**src/rtl/clk_rate_mon_multi.sv**
```systemverilog
// clk_rate_mon_multi: counts transitions on NCH asynchronous toggle inputs
// over a programmable window of clk_ref cycles, publishes the counts and
// raises sticky per-channel low/high rate alarms against shared thresholds.

// One monitored channel: input synchronizer, edge detect, saturating counter.
module clk_rate_mon_lane #(
    parameter int CNT_W       = 24,
    parameter int SYNC_STAGES = 3
) (
    input  logic             clk_ref,
    input  logic             reset_in,
    input  logic             tick_in,
    input  logic             clr,     // start of a fresh window
    input  logic             cnt_en,  // window open, edges are counted
    output logic [CNT_W-1:0] cnt,
    output logic             ovf
);
    logic [SYNC_STAGES-1:0] sync_q, sync_d;
    logic                   prev_q, prev_d;
    logic [CNT_W-1:0]       cnt_q, cnt_d;
    logic                   ovf_q, ovf_d;
    logic                   edge_det;

    // Shift the async input in, detect either edge, count with saturation
    always_comb begin
        sync_d   = {sync_q[SYNC_STAGES-2:0], tick_in};
        prev_d   = sync_q[SYNC_STAGES-1];
        edge_det = sync_q[SYNC_STAGES-1] ^ prev_q;
        cnt_d    = cnt_q;
        ovf_d    = ovf_q;
        if (clr) begin
            cnt_d = '0;
            ovf_d = 1'b0;
        end else if (cnt_en && edge_det) begin
            if (&cnt_q) ovf_d = 1'b1;
            else        cnt_d = cnt_q + CNT_W'(1);
        end
    end

    // Lane state registers
    always_ff @(posedge clk_ref) begin
        if (reset_in) begin
            sync_q <= '0;
            prev_q <= 1'b0;
            cnt_q  <= '0;
            ovf_q  <= 1'b0;
        end else begin
            sync_q <= sync_d;
            prev_q <= prev_d;
            cnt_q  <= cnt_d;
            ovf_q  <= ovf_d;
        end
    end

    assign cnt = cnt_q;
    assign ovf = ovf_q;
endmodule

module clk_rate_mon_multi #(
    parameter int NCH         = 4,
    parameter int CNT_W       = 24,
    parameter int WIN_W       = 32,
    parameter int SYNC_STAGES = 3
) (
    input  logic                    clk_ref,
    input  logic                    reset_in,
    input  logic [NCH-1:0]          tick_in,
    input  logic                    enable,
    input  logic [WIN_W-1:0]        win_len,
    input  logic [CNT_W-1:0]        thr_lo,
    input  logic [CNT_W-1:0]        thr_hi,
    input  logic                    alarm_clr,
    input  logic [$clog2(NCH)-1:0]  rd_sel,
    output logic [NCH*CNT_W-1:0]    values,
    output logic [CNT_W-1:0]        rd_value,
    output logic                    valid,
    output logic [NCH-1:0]          alarm_lo,
    output logic [NCH-1:0]          alarm_hi,
    output logic [NCH-1:0]          overflow,
    output logic                    busy
);
    // Holdoff lets the synchronizers flush reset state before a first window
    localparam int HOLD_INIT = SYNC_STAGES + 1;
    localparam int HOLD_W    = $clog2(SYNC_STAGES + 2);

    typedef enum logic [1:0] {S_IDLE, S_ARM, S_MEASURE, S_LATCH} state_t;

    state_t                        state_q, state_d;
    logic [WIN_W-1:0]              win_q, win_d;
    logic [HOLD_W-1:0]             hold_q, hold_d;
    logic [NCH-1:0][CNT_W-1:0]     values_q, values_d;
    logic [NCH-1:0]                ovf_q, ovf_d;
    logic [NCH-1:0]                alo_q, alo_d, ahi_q, ahi_d;
    logic                          valid_q, valid_d;
    logic [CNT_W-1:0]              rd_q, rd_d;

    logic                          lane_clr, lane_en, latch;
    logic [NCH-1:0][CNT_W-1:0]     lane_cnt;
    logic [NCH-1:0]                lane_ovf;

    for (genvar g = 0; g < NCH; g++) begin : g_lane
        clk_rate_mon_lane #(.CNT_W(CNT_W), .SYNC_STAGES(SYNC_STAGES)) u_lane (
            .clk_ref  (clk_ref),
            .reset_in (reset_in),
            .tick_in  (tick_in[g]),
            .clr      (lane_clr),
            .cnt_en   (lane_en),
            .cnt      (lane_cnt[g]),
            .ovf      (lane_ovf[g])
        );
    end

    // State register plus all published results
    always_ff @(posedge clk_ref) begin
        if (reset_in) begin
            state_q  <= S_IDLE;
            win_q    <= '0;
            hold_q   <= HOLD_W'(HOLD_INIT);
            values_q <= '1;
            ovf_q    <= '0;
            alo_q    <= '0;
            ahi_q    <= '0;
            valid_q  <= 1'b0;
            rd_q     <= '1;
        end else begin
            state_q  <= state_d;
            win_q    <= win_d;
            hold_q   <= hold_d;
            values_q <= values_d;
            ovf_q    <= ovf_d;
            alo_q    <= alo_d;
            ahi_q    <= ahi_d;
            valid_q  <= valid_d;
            rd_q     <= rd_d;
        end
    end

    // Next state; dropping enable mid-window abandons it without a latch
    always_comb begin
        state_d = state_q;
        case (state_q)
            S_IDLE:    if (enable && hold_q == '0) state_d = S_ARM;
            S_ARM:     state_d = S_MEASURE;
            S_MEASURE: begin
                if (!enable)                 state_d = S_IDLE;
                else if (win_q == WIN_W'(1)) state_d = S_LATCH;
            end
            S_LATCH:   state_d = enable ? S_ARM : S_IDLE;
            default:   state_d = S_IDLE;
        endcase
    end

    // Per-state control strobes
    always_comb begin
        lane_clr = (state_q == S_ARM);
        lane_en  = (state_q == S_MEASURE);
        latch    = (state_q == S_LATCH);
        busy     = (state_q != S_IDLE);
    end

    // Window/holdoff counters, result capture, sticky alarms and readout mux
    always_comb begin
        hold_d = (hold_q != '0) ? hold_q - HOLD_W'(1) : hold_q;
        win_d  = win_q;
        if (state_q == S_ARM)
            win_d = (win_len == '0) ? WIN_W'(1) : win_len;
        else if (state_q == S_MEASURE && win_q != '0)
            win_d = win_q - WIN_W'(1);

        values_d = values_q;
        ovf_d    = ovf_q;
        valid_d  = latch;
        // clear first so a flag raised by the same LATCH survives alarm_clr
        alo_d    = alarm_clr ? '0 : alo_q;
        ahi_d    = alarm_clr ? '0 : ahi_q;
        for (int i = 0; i < NCH; i++) begin
            if (latch) begin
                values_d[i] = lane_cnt[i];
                ovf_d[i]    = lane_ovf[i];
                if (lane_cnt[i] < thr_lo) alo_d[i] = 1'b1;
                if (lane_cnt[i] > thr_hi) ahi_d[i] = 1'b1;
            end
        end

        rd_d = '0;
        for (int i = 0; i < NCH; i++)
            if (int'(rd_sel) == i) rd_d = values_q[i];
    end

    assign values   = values_q;
    assign rd_value = rd_q;
    assign valid    = valid_q;
    assign alarm_lo = alo_q;
    assign alarm_hi = ahi_q;
    assign overflow = ovf_q;
endmodule

```
**config.mk**
```make
export PLATFORM = sky130hd
export DESIGN_NAME = clk_rate_mon_multi
export DESIGN_NICKNAME = d
export VERILOG_FILES = /design/src/rtl/clk_rate_mon_multi.sv
export SDC_FILE = /design/constraint.sdc
export NUM_CORES = 1
export LEC_CHECK = 0
export ABC_AREA = 1
export CAP_MARGIN = 0
export CORE_MARGIN = 1
export CORE_UTILIZATION = 59
export DETAILED_ROUTE_END_ITERATION = 10
export DONT_BUFFER_PORTS = 1
export PLACE_DENSITY = 0.78
export RECOVER_POWER = 100
export SLEW_MARGIN = 20
export SYNTH_ARGS = -nofsm -noshare
export SYNTH_HDL_FRONTEND = slang
export SYNTH_SLANG_ARGS = --single-unit
```
**constraint.sdc**
```tcl
create_clock -name clk_ref -period 1.6 [get_ports clk_ref]
set_input_delay 0.24 -clock clk_ref [delete_from_list [all_inputs] [get_ports clk_ref]]
set_output_delay 0.24 -clock clk_ref [all_outputs]
set_load 0.01 [all_outputs]
```
; ---- Word level (Yosys, flattened, before mapping)
; Index checks and enable logic that the tools add are counted.
[word_totals]
romBits = 0
ram_bits = 0
ff_bits = 286
latchBits = 0
inputBits = 90
mem_count = 0
[op_classes]
eq_ne = 9
div_mod_pow = 0
n_bitwise = 8
multipliers = 0
shifts = 0
add_sub_neg = 6
n_reduce_logical = 28
mux = 30
order_cmp = 8
[op_table]
columns = op, count
row1 = 25-bit AND reduction, 4
row2 = "24-bit by 1-bit adder with 24-bit output, second input constant", 4
row3 = 24-bit > comparator, 4
row4 = 24-bit less-than comparator, 4
row5 = 24-bit two-way mux, 4
row6 = 32-bit two-way mux, 3
row7 = 24-bit AND reduction, 4
row8 = "32-bit by 1-bit == test with 1-bit output, second input constant", 1
row9 = 32-bit zero test, 1
row10 = 32-bit nonzero test, 1
row11 = "32-bit by 1-bit subtractor with 32-bit output, second input constant", 1
row12 = 1-bit two-way mux, 17
row13 = 2-bit AND reduction, 5
row14 = "2-bit == test, second input constant", 4
row15 = 4-bit two-way mux, 2
row16 = 2-bit case mux with 4 select lines, 1
row17 = 1-bit logical AND, 6
row18 = 2-bit two-way mux, 3
row19 = "2-bit by 1-bit == test with 1-bit output, second input constant", 2
row20 = 2-bit zero test, 2
row21 = 1-bit inverter, 4
row22 = 2-bit nonzero test, 2
row23 = 1-bit XOR, 4
row24 = 3-bit zero test, 1
row25 = other kinds (5), 5

; ---- Logic depth before layout (Yosys ltp)
[logic_depth]
depth_word = 5
ltp_mapped = 12
mapped_depth_nobuf = 12

; ---- Cells and area by module
; A second synthesis with hierarchy kept.
[unflattened]
cells_unflattened = 2865
hier_area_um2 = 19008.2
[modules_own_cells]
columns = mod, instances, seq_area_each_um2, cells_per_inst, area_per_inst_um2
row1 = clk_rate_mon_multi, 1, 3403.3, 1833, 12206.7
row2 = clk_rate_mon_lane, 4, 580.6, 258, 1700.4

; ---- Worst setup path after synthesis
; OpenSTA, ideal clock, no wires.
[synth_timing]
kind = register to register
from = register g_lane[2].u_lane.cnt_q[0]
to = register g_lane[2].u_lane.cnt_q[16]
t_arrival_ps = 1609
slack_ps = -142
path_buffers = 1
setup_time_ps = 132
stages_incl_launch_ff = 12
required_ps = 1468
path_cell_list = dfxtp_1 ha_1 nand2_1 nor2_1 nand2_1 nor2_1 nand2_1 nand2_2 inv_2 buf_2 nand2_1 a21oi_1
[synth_via]
elab_chain_len = 3
elab_cells_between_ends = 4
cone_classes = add/sub: 1 / bitwise: 1 / reduce/logical: 2
[synth_rtl]
columns = element, line
row1 = "start, declared", 20  ; logic [CNT_W-1:0] cnt_q, cnt_d;
row2 = "start signal, assigned", 50  ; cnt_q <= cnt_d;
row3 = branches (longest 3 deep; another with 24-bit by 1-bit adder with 24-bit output), -
; Several ways; the timed one is not identified.
; A chain may end at the register's enable or synchronous reset.

; ---- Worst setup path in the final report
[layout_timing]
from = register g_lane[0].u_lane.cnt_q[16]
to = register g_lane[0].u_lane.ovf_q
[layout_via]
elab_chain_len = 1
[layout_rtl]
columns = element, line
row1 = "start, declared", 20
row2 = "start signal, assigned", 50
row3 = 25-bit AND reduction (no source line), -
row4 = "end signal, assigned", 51  ; ovf_q <= ovf_d;
row5 = "end, declared", 21  ; logic ovf_q, ovf_d;
; Every way passes these cells.

==> Implementation_results.wiki <==
{| class="wikitable"
! Metric !! Value
|-
| Run status || finished, violations left
|-
| Failing checks || setup timing
|-
| Worst Path Max Fanout || 4
|-
| Clock insertion delay at the later pin of the skew report || 610 ps
|-
| Part of the Yosys area used for sequential elements || 31.20%
|-
| Nets in the synthesized netlist || approximately 3000
|-
| Critical-path top delay cell || dfxtp_1
|-
| DIE WIDTH || 178.4 µm
|-
| Layout cells sized above 1 || 34.13%
|-
| DP Cell Count || around 3400
|-
| Final Routed Wirelength || about 86 mm
|-
| Via count of the first global-routing pass || 20270
|-
| Antenna violations before repair || 2
|-
| Clock tree root buffer cell || clkbuf_16
|-
| Remaining max-slew budget at the tightest pin || 53.21%
|-
| Power per unit of standard cell area || approximately 1000 mW/mm²
|-
| CP peak stage delay || 460 ps
|-
| # IOs || ~220
|-
| Final routed DRC violation total || 0
|-
| Vias per Instance || 6.356
|-
| Synth Instances || 2706
|-
| Async set or reset register ratio after synthesis || 0%
|-
| Max Cap Viol || 0
|-
| Buf/Inv on CP || 1
|-
| Total die area || between 0.03 and 0.04 mm²
|-
| Worst Slack Setup Final || -315.9 ps
|-
| Kind of start point of the critical path || flop
|-
| Synth cell types || 44
|-
| CTS H-tree lvls || 1
|-
| Yosys Warn Count || 0
|-
| Number of vias after detailed routing || ~23000
|-
| Worst path top cell family by delay || simple AND/OR/NAND/NOR gates
|-
| Sinks on the clock net || between 200 and 300
|-
| Hold violation count in the final report || 0
|-
| Layout Nets || 3455
|-
| Maximum number of pins on one net before global-route repair || 95
|-
| RSZ-0062 raised after global routing || yes
|-
| Total gr overflow || 0
|-
| #FFs+latches synth || 286
|-
| Die outline height || about 180 µm
|-
| Arrival time reported for the critical path endpoint || between 2000 and 2500 ps
|-
| Number of enable flip-flop cells after synthesis || 0
|-
| Post-synthesis to final-layout area growth || 44.37%
|-
| Wire length of the first global-routing pass || between 100 and 150 mm
|-
| Worst Path Class, Setup || reg -> reg
|-
| Most common library cell in the layout ignoring fill and taps || nand2_1
|-
| Routed wire per std cell || 23.98 µm
|-
| Most common flop cell mapped by yosys || dfxtp_1
|-
| Total design power || 27330 µW
|-
| Worst VDD drop || between 1.5 and 2 mV
|-
| Post-route worst hold slack || between 6 and 7 ps
|-
| Final Skew || 18.65 ps
|-
| Standby leakage power || 0.01237 µW
|-
| Mean instance size in the synthesized netlist || 6.782 µm²
|-
| Effective utilization at floorplan || 59.99%
|-
| Netlist area before placement || 0.01835 mm²
|-
| Clock transition at path regs || ~70 ps
|-
| Floorplan Core Area || 0.03059 mm²
|-
| Required time at the worst-slack endpoint || 2130 ps
|-
| Number of buffers added by the clock tree synthesis step || 31
|-
| Number of I/O port buffers || 0
|-
| Crit end category || flop
|-
| Post-route antenna net violation count || 0
|-
| Final Instance Count excl. Fillers || 3588
|-
| Max Freq || 0.5219 GHz
|-
| Type of the worst min-delay path || in -> reg
|-
| HPWL Detailed || 57.32 mm
|-
| Worst-margin pin slew || 701.1 ps
|-
| Number of optimization iterations in the first detailed-route pass || 8
|-
| Period utilisation layout || 119.7%
|-
| Longest Clk Path Bufs || 3
|-
| Number of setup violations in the final report || 116
|-
| Total routing usage reported by global routing || 46.84%
|-
| Count of routing violations after the opening detailed-route iteration || 2729
|-
| Cell chain of the critical path || nand3_1, nor2_2, nand2_1, nor2_1, nand4_1, buf_4, a21oi_2
|-
| Number of pins exceeding their max-slew limit in the final report || 0
|-
| Final critical delay including setup and external delays || 1916 ps
|-
| Global placement routability congestion || 1.045
|-
| Clock tree from TritonCTS || yes
|-
| Commonest non-fill, non-tap cells in the layout || nand2_1, buf_4, inv_1, dfxtp_1, nor2_1
|-
| Number of rows created at floorplan || 64
|}
==> worst register-to-register path, stage by stage, from the launching register on <==
cell,delay [ps]
dfxtp_1,460
nand3_1,220
nor2_2,200
nand2_1,130
nor2_1,170
nand4_1,300
buf_4,260
a21oi_2,110
==> power by group <==
part	switching (µW)	internal (µW)
clock network	3280	4140
logic	6890	4840
registers	579	7600
==> Yosys cell counts, types with 2 or more instances <==
library cell  instances  share of area [%]
nor4_1                2              0.068
buf_2                11               0.30
buf_4                 5               0.20
buf_1                 4              0.082
a21oi_1             225                6.1
a211oi_1              8               0.33
nor2_2               15               0.51
nand4_1              45                1.5
nor2_1              288                5.9
dfxtp_1             286                 31
nand3b_1              2              0.082
nor3_2                5               0.27
o31ai_1               2              0.082
nor2_4                2               0.12
xor2_1               35                1.7
o211ai_1             95                3.9
o21bai_1              8               0.33
a21oi_2               2              0.095
inv_1               286                5.8
nor3_1               40                1.1
buf_6                 9               0.55
clkbuf_1             58                1.2
nand2_1             772                 16
nor3_4                2               0.18
o21ai_1              13               0.35
xnor2_1               5               0.24
a221oi_1             13               0.62
o21a_1               12               0.49
nand2_2              10               0.34
inv_2                14               0.29
or2_2                 8               0.27
o21ai_0              92                2.5
ha_1                197                 13
nand3_1             125                3.4
==> layout make-up <==
type / instances / area, µm²
Antenna cell: 1 / 2.502
Clock buffer: 40 / 859.6
Clock inverter: 16 / 167.7
Fill cell: 1673 / 4095
Inverter: 300 / 1186
Multi-Input combinational cell: 2033 / 13220
Sequential cell: 286 / 5866
Tap cell: 396 / 495.5
Timing Repair Buffer: 512 / 4658
Timing Repair inverter: 4 / 43.79
==> through the flow <==
stage / setup TNS [ps] / utilization (%) / instance area [µm²] / setup WS [ps]
CTS: -663.3 / 78.91 / 24140 / -78.04
detailed placement: -11600 / 71.07 / 21740 / -299.8
global placement: -6462 / 71.07 / 21740 / -338.2
global route: -19590 / 86.60 / 26490 / -322.5
finish: -12610 / 86.61 / 26490 / -315.9
floorplan: 0 / - / 18400 / 8.449
==> state kept, by name, summed over array words and instances, names as in the netlist <==
signal and flops:
win_q 32, g_lane.u_lane.ovf 4, g_lane.u_lane.prev_q 4, g_lane.u_lane.sync_q 12, state_q 2, alarm_lo 4
hold_q 3, overflow 4, g_lane.u_lane.cnt 96, values 96, alarm_hi 4, rd_value 24
valid 1
==> repair_timing <==
item / CTS / global route
hold buffers: 35 / 0
gates cloned: 4 / 10
endpoints found under the hold margin: 65 / 0
buffers inserted: 27 / 44
endpoints found under the setup margin: 137 / 145
pin swaps: 81 / 179
gates resized for setup: 204 / 504
==> kinds of logic (layout without fill, tap and decap cells) <==
| group | after synthesis | count (layout) | share of synthesized area [%] |
|---|---|---|---|
| compound gates | 477 | 477 | 15.25 |
| xor+xnor | 40 | 40 | 1.909 |
| fa+ha+maj | 197 | 197 | 13.43 |
| buf+inv | 387 | 872 | 8.461 |
| flops | 286 | 286 | 31.20 |
| mux | 1 | 1 | 0.05455 |
| other cells | 0 | 1 | 0 |
| simple gates | 1318 | 1318 | 29.69 |
==> routing by layer <==
layer | up-vias | part of all wire [%] | GRT usage, %
li1 | 9881 | - | -
met1 | 10400 | 33 | 53.72
met2 | 1826 | 42 | 74.19
met3 | 697 | 14 | 12.85
met4 | 2 | 10 | 35.28
met5 | - | 0.015 | 0
==> worst paths after layout <==
| kind | slack (ps) | end | startpoint | depth (start not counted) |
|---|---|---|---|---|
| max | -320 | g_lane[0].u_lane.ovf | g_lane[0].u_lane.cnt[16] | 7 |
| min | 6 | win_q[31] | win_len[31] | 4 |
| max reg2reg | -320 | g_lane[0].u_lane.ovf | g_lane[0].u_lane.cnt[16] | 7 |
| min reg2reg | 400 | g_lane[3].u_lane.sync_q[2] | g_lane[3].u_lane.sync_q[1] | 2 |
Note: power is estimated with default switching activity, not from simulation.
